<file path="src/rtl/id_forward_stage_pkg.sv">
// Shared types for the ID stage: inter-stage buses, the bypass source record,
// instruction encodings, ALU one-hot bit positions and the operand-use decode.
package id_stage_params;

    localparam int DEFAULT_NUM_BYPASS        = 3;
    localparam int DEFAULT_STALL_COUNT_WIDTH = 32;

    localparam logic [5:0] OP_SPECIAL = 6'h00;
    localparam logic [5:0] OP_JAL     = 6'h03;
    localparam logic [5:0] OP_BEQ     = 6'h04;
    localparam logic [5:0] OP_BNE     = 6'h05;
    localparam logic [5:0] OP_ADDIU   = 6'h09;
    localparam logic [5:0] OP_LUI     = 6'h0F;
    localparam logic [5:0] OP_LW      = 6'h23;
    localparam logic [5:0] OP_SW      = 6'h2B;

    localparam logic [5:0] FN_SLL  = 6'h00;
    localparam logic [5:0] FN_SRL  = 6'h02;
    localparam logic [5:0] FN_SRA  = 6'h03;
    localparam logic [5:0] FN_JR   = 6'h08;
    localparam logic [5:0] FN_ADDU = 6'h21;
    localparam logic [5:0] FN_SUBU = 6'h23;
    localparam logic [5:0] FN_AND  = 6'h24;
    localparam logic [5:0] FN_OR   = 6'h25;
    localparam logic [5:0] FN_XOR  = 6'h26;
    localparam logic [5:0] FN_NOR  = 6'h27;
    localparam logic [5:0] FN_SLT  = 6'h2A;
    localparam logic [5:0] FN_SLTU = 6'h2B;

    // Bit positions inside the 12-bit one-hot alu_operation field.
    localparam int ALU_ADD  = 0;
    localparam int ALU_SUB  = 1;
    localparam int ALU_SLT  = 2;
    localparam int ALU_SLTU = 3;
    localparam int ALU_AND  = 4;
    localparam int ALU_NOR  = 5;
    localparam int ALU_OR   = 6;
    localparam int ALU_XOR  = 7;
    localparam int ALU_SLL  = 8;
    localparam int ALU_SRL  = 9;
    localparam int ALU_SRA  = 10;
    localparam int ALU_LUI  = 11;

    typedef struct packed {
        logic        valid;
        logic [31:0] instruction;
        logic [31:0] program_count;
    } IFToIDInstructionBusData;

    typedef struct packed {
        logic        write_enable;
        logic [4:0]  write_register;
        logic [31:0] write_data;
    } WBToRegisterFileData;

    typedef struct packed {
        logic        valid;
        logic [11:0] alu_operation;
        logic        src1_is_shift_amount;
        logic        src1_is_pc;
        logic        src2_is_immediate;
        logic        src2_is_8;
        logic        memory_read;
        logic        memory_write;
        logic        register_write;
        logic [4:0]  write_register;
        logic [31:0] rs_value;
        logic [31:0] rt_value;
        logic [31:0] immediate;
        logic [31:0] program_count;
    } IDToEXDecodeBusData;

    typedef struct packed {
        logic        taken;
        logic [31:0] target;
    } IDToIFBranchBusData;

    typedef struct packed {
        logic        valid;
        logic [4:0]  write_register;
        logic [31:0] write_data;
        logic        data_ready;
    } bypass_source_t;

    typedef struct packed {
        logic rs_used;
        logic rt_used;
    } operand_use_t;

    // An operand counts only if the instruction actually reads it, so a
    // pending write to an ignored field never stalls the stage.
    function automatic operand_use_t operand_use(input logic [31:0] instruction);
        logic [5:0]   op;
        logic [5:0]   fn;
        logic         is_alu_r;
        logic         is_shift;
        logic         is_jr;
        operand_use_t result;
        op       = instruction[31:26];
        fn       = instruction[5:0];
        is_alu_r = (op == OP_SPECIAL) && (fn inside {FN_ADDU, FN_SUBU, FN_SLT, FN_SLTU,
                                                     FN_AND, FN_OR, FN_XOR, FN_NOR});
        is_shift = (op == OP_SPECIAL) && (fn inside {FN_SLL, FN_SRL, FN_SRA});
        is_jr    = (op == OP_SPECIAL) && (fn == FN_JR);
        result.rs_used = is_alu_r || is_jr || (op inside {OP_ADDIU, OP_LW, OP_SW, OP_BEQ, OP_BNE});
        result.rt_used = is_alu_r || is_shift || (op inside {OP_SW, OP_BEQ, OP_BNE});
        return result;
    endfunction

endpackage

</file>
<file path="src/rtl/id_forward_stage_bypass_select.sv">
// Resolves one source operand against the back-pass sources (index 0 youngest).
// Forwarding is enabled by ID_FORWARD_STAGE_BYPASS_EN; otherwise any match stalls.
module bypass_select
    import id_stage_params::*;
#(
    parameter int NUM_BYPASS = DEFAULT_NUM_BYPASS
) (
    input  logic                             operand_used,
    input  logic [4:0]                       read_register,
    input  logic [31:0]                      register_file_data,
    input  bypass_source_t [NUM_BYPASS-1:0]  sources,
    output logic [31:0]                      operand_value,
    output logic                             operand_stall
);

    logic        hit;
    logic        hit_ready;
    logic [31:0] hit_data;

    // NOTE: every signal written here gets a default before the loop, so no
    // path leaves it unassigned and no latch is inferred.
    always_comb begin
        hit       = 1'b0;
        hit_ready = 1'b1;
        hit_data  = register_file_data;
        // Walk oldest to youngest so the lowest matching index wins.
        for (int i = NUM_BYPASS - 1; i >= 0; i--) begin
            if (sources[i].valid && (sources[i].write_register == read_register) &&
                (read_register != 5'd0)) begin
                hit       = 1'b1;
                hit_ready = sources[i].data_ready;
                hit_data  = sources[i].write_data;
            end
        end
    end

`ifdef ID_FORWARD_STAGE_BYPASS_EN
    assign operand_value = (read_register == 5'd0) ? 32'd0 : hit_data;
    assign operand_stall = operand_used && hit && !hit_ready;
`else
    logic unused_bypass_payload;
    assign unused_bypass_payload = ^{hit_data, hit_ready};
    assign operand_value = (read_register == 5'd0) ? 32'd0 : register_file_data;
    assign operand_stall = operand_used && hit;
`endif

endmodule

</file>
<file path="src/rtl/id_forward_stage.sv">
// MIPS-subset decode stage with register file, hazard stall and operand bypass.
// Optional forwarding: define ID_FORWARD_STAGE_BYPASS_EN.
module id_forward_stage
    import id_stage_params::*;
#(
    parameter int NUM_BYPASS        = DEFAULT_NUM_BYPASS,
    parameter int STALL_COUNT_WIDTH = DEFAULT_STALL_COUNT_WIDTH
) (
    input  logic                          clock,
    input  logic                          reset,
    input  logic                          ex_allow_in,
    output logic                          id_allow_in,
    input  IFToIDInstructionBusData       if_to_id_instruction_bus,
    input  logic [NUM_BYPASS-1:0]         back_pass_valid,
    input  logic [5*NUM_BYPASS-1:0]       back_pass_write_register,
    input  logic [32*NUM_BYPASS-1:0]      back_pass_write_data,
    input  logic [NUM_BYPASS-1:0]         back_pass_data_ready,
    input  WBToRegisterFileData           wb_to_register_file_bus,
    output IDToEXDecodeBusData            id_to_ex_decode_bus,
    output IDToIFBranchBusData            id_to_if_branch_bus,
    output logic [STALL_COUNT_WIDTH-1:0]  stall_count
);

    logic                         id_valid_q, id_valid_d;
    logic [31:0]                  instruction_q;
    logic [31:0]                  program_count_q;
    logic [STALL_COUNT_WIDTH-1:0] stall_count_q, stall_count_d;
    logic [31:0]                  reg_file_q [32];
    logic                         id_ready_go;

    logic [5:0]  opcode, funct;
    logic [4:0]  rs, rt, rd, sa;
    logic [15:0] imm;
    logic [25:0] jump_index;
    assign opcode     = instruction_q[31:26];
    assign rs         = instruction_q[25:21];
    assign rt         = instruction_q[20:16];
    assign rd         = instruction_q[15:11];
    assign sa         = instruction_q[10:6];
    assign funct      = instruction_q[5:0];
    assign imm        = instruction_q[15:0];
    assign jump_index = instruction_q[25:0];

    // Register file: written from WB, read combinationally with write-through.
    // NOTE: the storage array has no reset; software never reads a register
    // before writing it, and $0 is forced to zero at the read side.
    always_ff @(posedge clock) begin
        if (wb_to_register_file_bus.write_enable && (wb_to_register_file_bus.write_register != 5'd0))
            reg_file_q[wb_to_register_file_bus.write_register] <= wb_to_register_file_bus.write_data;
    end

    logic [31:0] rs_file_data, rt_file_data;
    always_comb begin
        rs_file_data = reg_file_q[rs];
        rt_file_data = reg_file_q[rt];
        if (wb_to_register_file_bus.write_enable && (wb_to_register_file_bus.write_register == rs))
            rs_file_data = wb_to_register_file_bus.write_data;
        if (wb_to_register_file_bus.write_enable && (wb_to_register_file_bus.write_register == rt))
            rt_file_data = wb_to_register_file_bus.write_data;
    end

    bypass_source_t [NUM_BYPASS-1:0] sources;
    for (genvar g = 0; g < NUM_BYPASS; g++) begin : g_pack_sources
        assign sources[g] = '{valid:          back_pass_valid[g],
                              write_register: back_pass_write_register[5*g +: 5],
                              write_data:     back_pass_write_data[32*g +: 32],
                              data_ready:     back_pass_data_ready[g]};
    end

    operand_use_t operands_used;
    logic [31:0]  rs_value, rt_value;
    logic         rs_stall, rt_stall;
    assign operands_used = operand_use(instruction_q);

    bypass_select #(.NUM_BYPASS(NUM_BYPASS)) u_rs_select (
        .operand_used       (operands_used.rs_used),
        .read_register      (rs),
        .register_file_data (rs_file_data),
        .sources            (sources),
        .operand_value      (rs_value),
        .operand_stall      (rs_stall)
    );

    bypass_select #(.NUM_BYPASS(NUM_BYPASS)) u_rt_select (
        .operand_used       (operands_used.rt_used),
        .read_register      (rt),
        .register_file_data (rt_file_data),
        .sources            (sources),
        .operand_value      (rt_value),
        .operand_stall      (rt_stall)
    );

    assign id_ready_go = !(rs_stall || rt_stall);
    assign id_allow_in = !id_valid_q || (id_ready_go && ex_allow_in);

    logic is_special;
    logic inst_addu, inst_subu, inst_slt, inst_sltu, inst_and, inst_or, inst_xor, inst_nor;
    logic inst_sll, inst_srl, inst_sra, inst_jr;
    logic inst_addiu, inst_lui, inst_lw, inst_sw, inst_beq, inst_bne, inst_jal;
    logic inst_known;
    assign is_special = (opcode == OP_SPECIAL);
    assign inst_addu  = is_special && (funct == FN_ADDU);
    assign inst_subu  = is_special && (funct == FN_SUBU);
    assign inst_slt   = is_special && (funct == FN_SLT);
    assign inst_sltu  = is_special && (funct == FN_SLTU);
    assign inst_and   = is_special && (funct == FN_AND);
    assign inst_or    = is_special && (funct == FN_OR);
    assign inst_xor   = is_special && (funct == FN_XOR);
    assign inst_nor   = is_special && (funct == FN_NOR);
    assign inst_sll   = is_special && (funct == FN_SLL);
    assign inst_srl   = is_special && (funct == FN_SRL);
    assign inst_sra   = is_special && (funct == FN_SRA);
    assign inst_jr    = is_special && (funct == FN_JR);
    assign inst_addiu = (opcode == OP_ADDIU);
    assign inst_lui   = (opcode == OP_LUI);
    assign inst_lw    = (opcode == OP_LW);
    assign inst_sw    = (opcode == OP_SW);
    assign inst_beq   = (opcode == OP_BEQ);
    assign inst_bne   = (opcode == OP_BNE);
    assign inst_jal   = (opcode == OP_JAL);
    assign inst_known = inst_addu | inst_subu | inst_slt | inst_sltu | inst_and | inst_or |
                        inst_xor | inst_nor | inst_sll | inst_srl | inst_sra | inst_jr |
                        inst_addiu | inst_lui | inst_lw | inst_sw | inst_beq | inst_bne | inst_jal;

    logic [31:0] pc_plus_4, branch_target, jal_target;
    logic        operands_equal;
    assign pc_plus_4      = program_count_q + 32'd4;
    assign branch_target  = pc_plus_4 + {{14{imm[15]}}, imm, 2'b00};
    assign jal_target     = {pc_plus_4[31:28], jump_index, 2'b00};
    assign operands_equal = (rs_value == rt_value);

    always_comb begin
        id_to_if_branch_bus        = '0;
        id_to_if_branch_bus.taken  = id_valid_q && id_ready_go &&
                                     ((inst_beq && operands_equal) || (inst_bne && !operands_equal) ||
                                      inst_jal || inst_jr);
        id_to_if_branch_bus.target = inst_jr  ? rs_value :
                                     inst_jal ? jal_target : branch_target;
    end

    always_comb begin
        id_to_ex_decode_bus                          = '0;
        id_to_ex_decode_bus.valid                    = id_valid_q && id_ready_go;
        id_to_ex_decode_bus.alu_operation[ALU_ADD]   = inst_addu | inst_addiu | inst_lw | inst_sw | inst_jal;
        id_to_ex_decode_bus.alu_operation[ALU_SUB]   = inst_subu;
        id_to_ex_decode_bus.alu_operation[ALU_SLT]   = inst_slt;
        id_to_ex_decode_bus.alu_operation[ALU_SLTU]  = inst_sltu;
        id_to_ex_decode_bus.alu_operation[ALU_AND]   = inst_and;
        id_to_ex_decode_bus.alu_operation[ALU_NOR]   = inst_nor;
        id_to_ex_decode_bus.alu_operation[ALU_OR]    = inst_or;
        id_to_ex_decode_bus.alu_operation[ALU_XOR]   = inst_xor;
        id_to_ex_decode_bus.alu_operation[ALU_SLL]   = inst_sll;
        id_to_ex_decode_bus.alu_operation[ALU_SRL]   = inst_srl;
        id_to_ex_decode_bus.alu_operation[ALU_SRA]   = inst_sra;
        id_to_ex_decode_bus.alu_operation[ALU_LUI]   = inst_lui;
        id_to_ex_decode_bus.src1_is_shift_amount     = inst_sll | inst_srl | inst_sra;
        id_to_ex_decode_bus.src1_is_pc               = inst_jal;
        id_to_ex_decode_bus.src2_is_immediate        = inst_addiu | inst_lui | inst_lw | inst_sw;
        id_to_ex_decode_bus.src2_is_8                = inst_jal;
        id_to_ex_decode_bus.memory_read              = inst_lw;
        id_to_ex_decode_bus.memory_write             = inst_sw;
        id_to_ex_decode_bus.register_write           = inst_known && !(inst_sw | inst_beq | inst_bne | inst_jr);
        id_to_ex_decode_bus.write_register           = inst_jal ? 5'd31 :
                                                       (inst_addiu | inst_lui | inst_lw) ? rt : rd;
        id_to_ex_decode_bus.rs_value                 = rs_value;
        id_to_ex_decode_bus.rt_value                 = rt_value;
        // Shifts carry sa in the immediate; lui zero-extends, everything else sign-extends.
        id_to_ex_decode_bus.immediate                = (inst_sll | inst_srl | inst_sra) ? {27'd0, sa} :
                                                       inst_lui ? {16'd0, imm} : {{16{imm[15]}}, imm};
        id_to_ex_decode_bus.program_count            = program_count_q;
    end

    always_comb begin
        id_valid_d    = id_allow_in ? if_to_id_instruction_bus.valid : id_valid_q;
        stall_count_d = stall_count_q;
        if (id_valid_q && !id_ready_go && (stall_count_q != '1))
            stall_count_d = stall_count_q + 1'b1;
    end

    // NOTE: sequential state uses non-blocking assignments so every register
    // samples its pre-edge inputs regardless of statement order.
    always_ff @(posedge clock) begin
        if (reset) begin
            id_valid_q    <= 1'b0;
            stall_count_q <= '0;
        end else begin
            id_valid_q    <= id_valid_d;
            stall_count_q <= stall_count_d;
        end
    end

    always_ff @(posedge clock) begin
        if (if_to_id_instruction_bus.valid && id_allow_in) begin
            instruction_q   <= if_to_id_instruction_bus.instruction;
            program_count_q <= if_to_id_instruction_bus.program_count;
        end
    end

    assign stall_count = stall_count_q;

endmodule

</file>
<file path="config.mk">
export PLATFORM = sky130hd
export DESIGN_NAME = id_forward_stage
export DESIGN_NICKNAME = d
export VERILOG_FILES = /design/src/rtl/id_forward_stage_pkg.sv /design/src/rtl/id_forward_stage_bypass_select.sv /design/src/rtl/id_forward_stage.sv
export SDC_FILE = /design/constraint.sdc
export NUM_CORES = 2
export LEC_CHECK = 0
export ABC_AREA = 0
export ABC_CLOCK_PERIOD_IN_PS = 5100
export CORE_MARGIN = 1.5
export CORE_UTILIZATION = 35
export DETAILED_ROUTE_END_ITERATION = 16
export MAX_ROUTING_LAYER = met4
export PLACE_DENSITY = 0.59
export SLEW_MARGIN = 20
export SYNTH_ARGS = -nofsm -noshare
export SYNTH_HDL_FRONTEND = slang
export SYNTH_HIERARCHICAL = 1
export SYNTH_SLANG_ARGS = --single-unit
</file>
<file path="constraint.sdc">
create_clock -name clock -period 5.1 [get_ports clock]
set_input_delay 1.02 -clock clock [delete_from_list [all_inputs] [get_ports clock]]
set_output_delay 1.02 -clock clock [all_outputs]
set_load 0.02 [all_outputs]
</file>
==> flow_summary.yaml <==
run_status:
  status: "finished with violations"
  violations: "negative setup slack"
detailed_routing:
  drtIter0Drc: 4338
  ant_nets: 0
  drt_pre_antenna_iters: 6
  vias: 35500
  wl_um: 195000
  viasPerCell: 5.87
  wl_per_cell_um: 32.3
  drc_errors: 0
synthesis:
  yosysUniqueCellTypes: 70
  synth_xor_area_share_pct: 2.47
  synth_top_family_by_area: "multiplexers"
  synthAdderAreaFrac_pct: 0.732
  synth_edf_count: 1088
  synthesis.yosys.warnings: 6
  yosys.area_share.simple_pct: 4.48
  synth-main-ff-cell: "edfxtp_1"
  synthArstFlopShare_pct: 0
  synth_top_area_cell: "edfxtp_1"
  synth_compound_area_share_pct: 2.58
  syn_inst: 3013
  yosys.area.top_type_share_pct: 58.6
  syn_area_per_cell_um2: 18.5
  synth_area_mm2: 0.0557
  synthMuxAreaShare_pct: 27.4
  yosys-top-cells-area: "edfxtp_1 59%, mux4_2 26%, xor2_1 1.7%"
  ys_ff_latch: 1131
  yosysSeqAreaShare_pct: 60.2
global_route:
  antenna_found_initial: 10
  grt_pass1_vias: 35200
  overflow: 0
  grt_max_degree: 65
  grtUsageTotal_pct: 24.5
  grt_pass1_wl_um: 271000
floorplan:
  die_area_mm2: 0.162
  core-area_mm2: 0.158
  die_y_um: 402
  io_pins: 442
  die_w_um: 402
  start_util_pct: 35.2
  row_count: 146
pwr:
  p_leak_nw: 24.3
  power_mw: 24.8
  ir_drop_v: 0.000301
  power_density_mw_per_mm2: 344
worst_setup_path:
  reg2reg_slack_ns: 1.46
  cp_max_fo: 9
  reg2reg_depth: 13
  critical_path.endpoint_type: "primary output"
  setup.worst_path.class: "flop to primary output"
  critPathLaunchType: "flop"
  cp_data_required_time_ns: 4.08
  crit_arrival_ns: 4.89
cts:
  hold_buffers: 0
  clock_sinks: 1131
  cts_buffers: 121
  clockBufferDepth: 3
  cts_tree: "done"
  clkLatencyLatePin_ns: 0.77
  cts.htree.levels: 3
  path_clk_slew_ns: 0.06
  root_buffer: "clkbuf_16"
timing:
  drv_slew: 0
  hold_viol_final: 0
  fmax_mhz: 169
  fin_crit_ns: 5.91
  fin_tns_setup_ns: -3.37
  setup_viol: 13
  hold_ws_ns: 0.546
  slew_headroom_pct: 38.0
  skew_ns: 0.0480
  worst_pin_slew_ns: 0.928
  rsz0062_at_grt: "yes"
  finalCritPeriodShare_pct: 116
  setup_ws_ns: -0.809
placement:
  gp_congestion: 0.996
  dp_hpwl_um: 132000
  io_buffers: 342
  place_area_mm2: 0.0662
final_layout:
  post-route-util_pct: 45.6
  finalInstanceArea_mm2: 0.0721
  fin_nets: 4116
  area_delta_synth_final_pct: 29.4
  final_layout_size_suffix_gt1_share_pct: 41.3
run:
  maxCapViolCount: 0
hold_path:
  hold_class: "flop to flop"
  min_path_cells: 2
-- flip-flops by register name, indices dropped and copies added (netlist names), named ones only --
name,flops
reg_file_q,1024
instruction_q,32
program_count_q,32
stall_count,32
id_valid_q,1
-- report_power, final --
part	internal [mW]	switching (mW)	total, mW
registers	10.3	0.139	10.5
logic	2.56	2.69	5.25
clock network	5.19	3.86	9.05
-- kinds of logic (layout without fill, tap and decap cells) --
family,count (synthesis),after routing
flip-flops,1131,1131
multiplexers,723,723
AND/OR/NAND/NOR,490,490
buffers and inverters,247,1170
AO/OA/AOI/OAI,232,232
XOR/XNOR,157,157
adder cells (fa/ha/maj),32,32
other,1,39
-- layout make-up --
| type | count | area, µm² |
|---|---|---|
| repair buffers | 926 | 9800 |
| multi-input cells | 1666 | 22000 |
| flip-flops and latches | 1131 | 33600 |
| fillers | 13500 | 86100 |
| well taps | 2072 | 2590 |
| clock inverters | 90 | 985 |
| diodes | 7 | 17.5 |
| clock buffers | 139 | 3100 |
| inverters | 15 | 56.3 |
-- worst max-delay path: stages, from the launching register on --
cell	delay, ns
dfxtp_4	0.47
buf_12	0.17
buf_4	0.16
buf_12	0.15
mux4_2	0.51
mux4_2	0.51
mux2i_1	0.17
o21ai_1	0.07
nor2b_1	0.17
xor2_2	0.23
nor4_2	0.37
buf_4	0.19
nand4_1	0.09
nor2_2	0.16
xnor2_1	0.15
o21ai_1	0.09
buf_4	0.22
and2_4	0.14
buf_6	0.12
-- metal layers --
metal  wire [µm]  up-vias  share of wire (%)  GRT usage (%)
met1       77100    18900                 40           31.2
met5           0        -                  0              -
met3       16600      392                8.5           5.33
met2       92500     1865                 47           38.4
li1            -    14300                  -              -
met4        8970        0                4.6           9.44
-- placed cells by master, fill, tap and decap left out, drive strengths merged, types with 17 or more instances in the layout --
cell type and count:
conb 32, ha 31, nand2 136, mux4 640, nor4 21, dfxtp 43
nor3 17, xor2 111, nor2 111, o21ai 112, clkinv 65, edfxtp 1088
nand3 52, mux2i 72, clkbuf 141, clkdlybuf4s50 261, xnor2 46, a22oi 20
nor2b 72, nand4 22, buf 634, a21oi 36, inv 20
-- synthesized netlist by cell type (31+ instances only) --
master    number
o21ai_0       45
nor2_1       109
nand3_1       49
mux4_2       640
xnor2_1       46
edfxtp_1    1088
ha_1          31
a21oi_1       36
mux2i_1       72
buf_2         47
buf_4         44
buf_1         31
nand2_1      136
clkbuf_1     104
xor2_1       111
nor2b_1       72
dfxtp_1       43
o21ai_1       64
-- worst paths after layout --
check / from / endpoint
worst max-delay path: flop / id_to_if_branch_bus[32]
worst min register to register: stall_count[24] / stall_count[24]
worst min-delay path: stall_count[24] / stall_count[24]
worst max register to register: instruction_q[4] / stall_count[28]
-- per-stage QoR --
| step | std cells | worst slack [ns] |
|---|---|---|
| 2_1_floorplan | 3044 | 0.144 |
| 3_3_place_gp | 5724 | -1.04 |
| 3_5_place_dp | 5724 | -1.14 |
| 4_1_cts | 5994 | -0.791 |
| 5_1_grt | 6045 | -0.960 |
| 6_report | 6046 | -0.809 |
-- what timing repair did --
| item | CTS | global route |
|---|---|---|
| setup endpoints to repair | 47 | 45 |
| setup buffers | 38 | 50 |
| resized for setup | 209 | 145 |
| gates cloned | 4 | 0 |
| pin swaps | 43 | 57 |
No activity file was read; power rests on OpenSTA's default activity.
